## src/rtl/instr_fetch_unit.sv

```systemverilog
// Instruction fetch unit: owns the PC, runs the one-outstanding IMEM request
// handshake and hands each fetched word to decode over valid/ready.
module instr_fetch_unit #(
    parameter logic [31:0] RESET_PC  = 32'h0100_0000,
    parameter int unsigned IMEM_SIZE = 2048,
    parameter int unsigned TIMEOUT   = 15
) (
    input  logic        clk,
    input  logic        rst,
    output logic        instrfetch,
    output logic [31:0] addr_imem,
    input  logic [31:0] instr,
    input  logic        instr_fetched,
    output logic        fetch_valid,
    output logic [31:0] fetch_instr,
    output logic [31:0] fetch_pc,
    input  logic        fetch_ready,
    input  logic        redirect_valid,
    input  logic [31:0] redirect_pc,
    input  logic        halt,
    output logic        fetch_fault,
    output logic [31:0] fault_pc
);

    typedef enum logic [2:0] {IDLE, REQ, DELIVER, FLUSH, HALTED, FAULT} state_t;

    typedef struct packed {
        logic [31:0] pc;
        logic [31:0] instr;
    } fetch_word_t;

    localparam int unsigned CW = (TIMEOUT > 1) ? $clog2(TIMEOUT + 1) : 1;
    localparam logic [CW-1:0] TMO_LAST = CW'(TIMEOUT - 1);
    localparam logic [31:0] PC_LAST = RESET_PC + 32'(IMEM_SIZE) - 32'd4;

    state_t        state, state_n;
    logic [31:0]   pc, pc_n;
    logic          instrfetch_n, fetch_valid_n, fetch_fault_n;
    logic [31:0]   fault_pc_n;
    fetch_word_t   word, word_n;
    logic [CW-1:0] tmo_cnt, tmo_cnt_n;
    logic          go_req;
    logic [31:0]   req_pc;

    function automatic logic addr_bad(input logic [31:0] a);
        return (a[1:0] != 2'b00) || (a < RESET_PC) || (a > PC_LAST);
    endfunction

    assign addr_imem   = pc;
    assign fetch_instr = word.instr;
    assign fetch_pc    = word.pc;

    always_comb begin
        state_n       = state;
        pc_n          = pc;
        instrfetch_n  = instrfetch;
        fetch_valid_n = fetch_valid;
        word_n        = word;
        fetch_fault_n = fetch_fault;
        fault_pc_n    = fault_pc;
        tmo_cnt_n     = tmo_cnt;
        go_req        = 1'b0;
        req_pc        = pc;
        case (state)
            IDLE: begin
                if (halt) begin
                    state_n = HALTED;
                end else begin
                    go_req = 1'b1;
                    req_pc = redirect_valid ? redirect_pc : pc;
                end
            end
            REQ: begin
                tmo_cnt_n = tmo_cnt + 1'b1;
                // tmo_cnt==0 marks the first REQ cycle, where instr_fetched is stale
                if (redirect_valid) begin
                    pc_n         = redirect_pc;
                    instrfetch_n = 1'b0;
                    state_n      = FLUSH;
                end else if (instr_fetched && tmo_cnt != '0) begin
                    word_n        = '{pc: pc, instr: instr};
                    fetch_valid_n = 1'b1;
                    instrfetch_n  = 1'b0;
                    state_n       = DELIVER;
                end else if (tmo_cnt == TMO_LAST) begin
                    instrfetch_n  = 1'b0;
                    fetch_fault_n = 1'b1;
                    fault_pc_n    = pc;
                    state_n       = FAULT;
                end
            end
            DELIVER: begin
                if (redirect_valid) begin
                    fetch_valid_n = 1'b0;
                    go_req        = 1'b1;
                    req_pc        = redirect_pc;
                end else if (fetch_ready) begin
                    fetch_valid_n = 1'b0;
                    if (halt) begin
                        state_n = HALTED;
                        pc_n    = pc + 32'd4;
                    end else begin
                        go_req = 1'b1;
                        req_pc = pc + 32'd4;
                    end
                end
            end
            FLUSH: begin
                go_req = 1'b1;
                req_pc = pc;
            end
            default: ;
        endcase

        // every entry into REQ with a new pc passes through the window check
        if (go_req) begin
            pc_n = req_pc;
            if (addr_bad(req_pc)) begin
                instrfetch_n  = 1'b0;
                fetch_fault_n = 1'b1;
                fault_pc_n    = req_pc;
                state_n       = FAULT;
            end else begin
                instrfetch_n = 1'b1;
                tmo_cnt_n    = '0;
                state_n      = REQ;
            end
        end
    end

    always_ff @(posedge clk) begin
        if (rst) begin
            state       <= IDLE;
            pc          <= RESET_PC;
            instrfetch  <= 1'b0;
            fetch_valid <= 1'b0;
            word        <= '0;
            fetch_fault <= 1'b0;
            fault_pc    <= '0;
            tmo_cnt     <= '0;
        end else begin
            state       <= state_n;
            pc          <= pc_n;
            instrfetch  <= instrfetch_n;
            fetch_valid <= fetch_valid_n;
            word        <= word_n;
            fetch_fault <= fetch_fault_n;
            fault_pc    <= fault_pc_n;
            tmo_cnt     <= tmo_cnt_n;
        end
    end

endmodule

```

## config.mk

```make
export PLATFORM = sky130hd
export DESIGN_NAME = instr_fetch_unit
export DESIGN_NICKNAME = d
export VERILOG_FILES = /design/src/rtl/instr_fetch_unit.sv
export SDC_FILE = /design/constraint.sdc
export NUM_CORES = 1
export LEC_CHECK = 0
export CORE_ASPECT_RATIO = 1.4
export CORE_MARGIN = 2
export CORE_UTILIZATION = 55
export DETAILED_ROUTE_END_ITERATION = 10
export MAX_ROUTING_LAYER = met4
export PLACE_DENSITY = 0.87
export SETUP_SLACK_MARGIN = 0.5
export SYNTH_ARGS = -nofsm -noshare
export SYNTH_HDL_FRONTEND = slang
export SYNTH_SLANG_ARGS = --single-unit
```

## constraint.sdc

```tcl
create_clock -name clk -period 6.7 [get_ports clk]
set_clock_uncertainty 0.05 [all_clocks]
set_input_delay 2.01 -clock clk [delete_from_list [all_inputs] [get_ports clk]]
set_output_delay 2.01 -clock clk [all_outputs]
set_load 0.02 [all_outputs]
```

==> impl_metrics.ini <==
[status]
status = complete, no violations

[route]
first_iter_violations = 1076
wl_per_cell_um = 22.5
drc = 0
vias = 9717
vias_per_cell = 6.54
ant_nets = 0
dr.pass1.iters = 6
wl_um = 33400

[finish]
multi_input_area_um2 = 5030
n_antenna_cell = 0
fillerInstances = 1159
area_growth_pct = 31.2
finalInstanceArea_um2 = 10900
nNetsFinal = 1354
final_core_util = 0.733
instances_no_fill = 1485
register_area_um2 = 2760
drive_gt1_frac = 0.0897

[die]
core_area_um2 = 14900
ios = 201
start_util = 0.558
die_x_um = 108
die_area_um2 = 16100
num_rows = 53
chipHeight_um = 149

[clock_tree]
clk-insertion-delay-late_ns = 0.43
ctsHoldBuffers = 0
clk_path_buf_depth = 2
cts.repair.resized = 0
clk_pin_slew_ns = 0.06
clock-sinks = 138
cts-root-buf = clkbuf_16
htreeDepth = 4
cts-buffers-inserted = 17
post_cts_buffers = 0
cts_tree = done

[synth]
synthFlopType = dfxtp_1
ys.warnings.count = 0
ys_seq_elements = 138
avgSynthCellArea_um2 = 7.26
netlist.area_leader.share = 0.333
yosys-top-cells-count = nand2_1, dfxtp_1, a21oi_1
synth_edf_count = 0
yosysTopAreaCell = dfxtp_1
synth_cell_types = 74
ys_top_cells_by_area = dfxtp_1, nand2_1, a21oi_1, nor2_1, clkbuf_1
syn_nets = 1216
postSynthCellCount = 1142
ys_seq_area_frac = 0.333
syn_area_um2 = 8300
yosysMostFrequentCell = nand2_1
synthArstFlopShare = 0

[sta]
slew_headroom = 0.261
fmax_mhz = 174
fin_tns_setup_ns = 0
period_needed_ns = 5.74
worst_pin_slew_ns = 1.10
hold_ws_ns = 0.404
hold_viol = 0
setup_violations = 0
slew_viol_final = 0
fin_crit_sh = 0.857
rsz0062_at_grt = no

[setup_path]
critPathTopFamily = simple AND/OR/NAND/NOR gates
cp_max_fo = 24
crit_slowest_cell = clkdlybuf4s50_1
path_cells = clkdlybuf4s50_1 > buf_4 > nor3_2 > and4_1 > nand4_1 > and3_1 > or4_1 > or4_1 > and4bb_1 > buf_4 > a21o_2 > o22ai_1
crit_buf_inv = 3
worstSetupStartpointType = primary input
cp.arrival_ns = 5.97
critPathMaxStageDelay_ns = 0.67
cp-end-kind = register
required_ns = 6.92
criticalPathCategory = primary input to register

[power_and_ir_drop]
p_seq_frac = 0.315
leakagePower_nw = 3.68
pwr_density_cell_nw_per_um2 = 419
intPower_mw = 2.42
sw_frac_of_total = 0.471
combPwrFrac = 0.478
pwr-share-clk = 0.207
max-vdd-ir-drop_v = 0.000258
switchingPower_mw = 2.15

[run]
cap_violations = 0

[placed_design]
place.gp.congestion = 1.02
dp.cells = 1453
dp_hpwl_um = 22900
dpl_cell_area_um2 = 10300
port_buffers = 200

[hold_path]
hold_class = register to register

[global_routing]
antenna_found_initial = 0
grt_use_total = 0.420
grt_pass1_wl_um = 51100
grt_pass1_vias = 9268
grt_max_degree = 85
overflow = 0
==> cell families after synthesis <==
family / after synthesis / share of synthesized area
flops: 138 / 0.333
simple gates: 460 / 0.256
xor+xnor: 9 / 0.00950
compound gates: 359 / 0.272
fa+ha+maj: 4 / 0.00603
buf+inv: 125 / 0.0632
mux: 47 / 0.0596
==> power groups by stage <==
| stage | Combinational [mW] | Sequential (mW) | Clock, mW |
|---|---|---|---|
| after CTS | 2.14 | 1.40 | 0.945 |
| after detailed placement | 2.12 | 1.42 | 0 |
| after floorplan | 1.36 | 1.33 | 0 |
| after global placement | 2.09 | 1.42 | 0 |
| final | 2.18 | 1.44 | 0.947 |
| after global routing | 2.34 | 1.45 | 0.979 |
==> metal layers <==
| metal | GRT usage | routed length, um | vias to the layer above |
|---|---|---|---|
| met1 | 0.495 | 12400 | 4494 |
| li1 | - | - | 4387 |
| met4 | 0.226 | 1810 | 0 |
| met2 | 0.673 | 16200 | 684 |
| met3 | 0.0778 | 3000 | 152 |
| met5 | - | 0 | - |
==> stage by stage <==
step | worst slack (ns) | power (mW)
after floorplan | 1.95 | 2.69
after global placement | 0.724 | 3.51
after detailed placement | 0.612 | 3.54
final | 0.958 | 4.57
after CTS | 1.05 | 4.49
after global routing | 0.793 | 4.77
==> worst reg2reg max path, cell delays in order (launching register included) <==
cell and delay, ns:
dfxtp_1 0.68, nand4_2 0.38, nor4_1 0.93, nand3_1 0.38, mux2i_1 0.27, a21oi_1 0.16, or4_1 0.61, and4bb_1 0.33
buf_4 0.25, a21o_2 0.21, o22ai_1 0.10
==> cell type report <==
cell class	count	share of cell area
multi-input combinational	879	0.463
clock inverter	13	0.0133
tap	192	0.0221
sequential	138	0.254
inverter	16	0.00552
clock buffer	19	0.0398
timing repair buffer	228	0.203
==> cells in the final DEF (no fill, tap or decap), types with 9 or more instances in the layout <==
master / synthesis / layout
nor4_1: 15 / 15
o22ai_1: 26 / 26
buf_4: 7 / 29
a211oi_2: 9 / 9
mux2_2: 19 / 19
clkbuf_16: 0 / 17
dfxtp_1: 138 / 138
a311oi_1: 21 / 21
a211oi_1: 9 / 9
nand2_1: 224 / 224
nand3_1: 22 / 22
nand4_1: 17 / 17
inv_1: 14 / 14
a21oi_1: 131 / 130
a31oi_1: 19 / 19
nand2b_1: 10 / 10
o211ai_1: 16 / 16
clkdlybuf4s50_1: 0 / 199
o21ai_1: 20 / 20
mux2i_1: 28 / 28
o21ai_0: 57 / 57
nor2_1: 111 / 110
==> registers in the layout (all words and copies together) (netlist names) <==
name / cells
fetch_pc: 32
addr_imem: 32
state: 3
fetch_valid: 1
fetch_instr: 32
tmo_cnt: 4
instrfetch: 1
fetch_fault: 1
fault_pc: 32
==> final timing paths <==
kind | startpoint | endpoint | slack [ns] | cells past startpoint
worst max-delay path | redirect_valid | state[2]$_SDFFE_PP0P_ | 0.96 | 12
worst min-delay path | fetch_instr[17]$_SDFFE_PP0P_ | fetch_instr[17]$_SDFFE_PP0P_ | 0.40 | 2
worst max register to register | addr_imem[10]$_SDFFE_PP0P_ | state[2]$_SDFFE_PP0P_ | 2.20 | 10
worst min register to register | fetch_instr[17]$_SDFFE_PP0P_ | fetch_instr[17]$_SDFFE_PP0P_ | 0.40 | 2
Note: power is estimated with default switching activity, not from simulation.
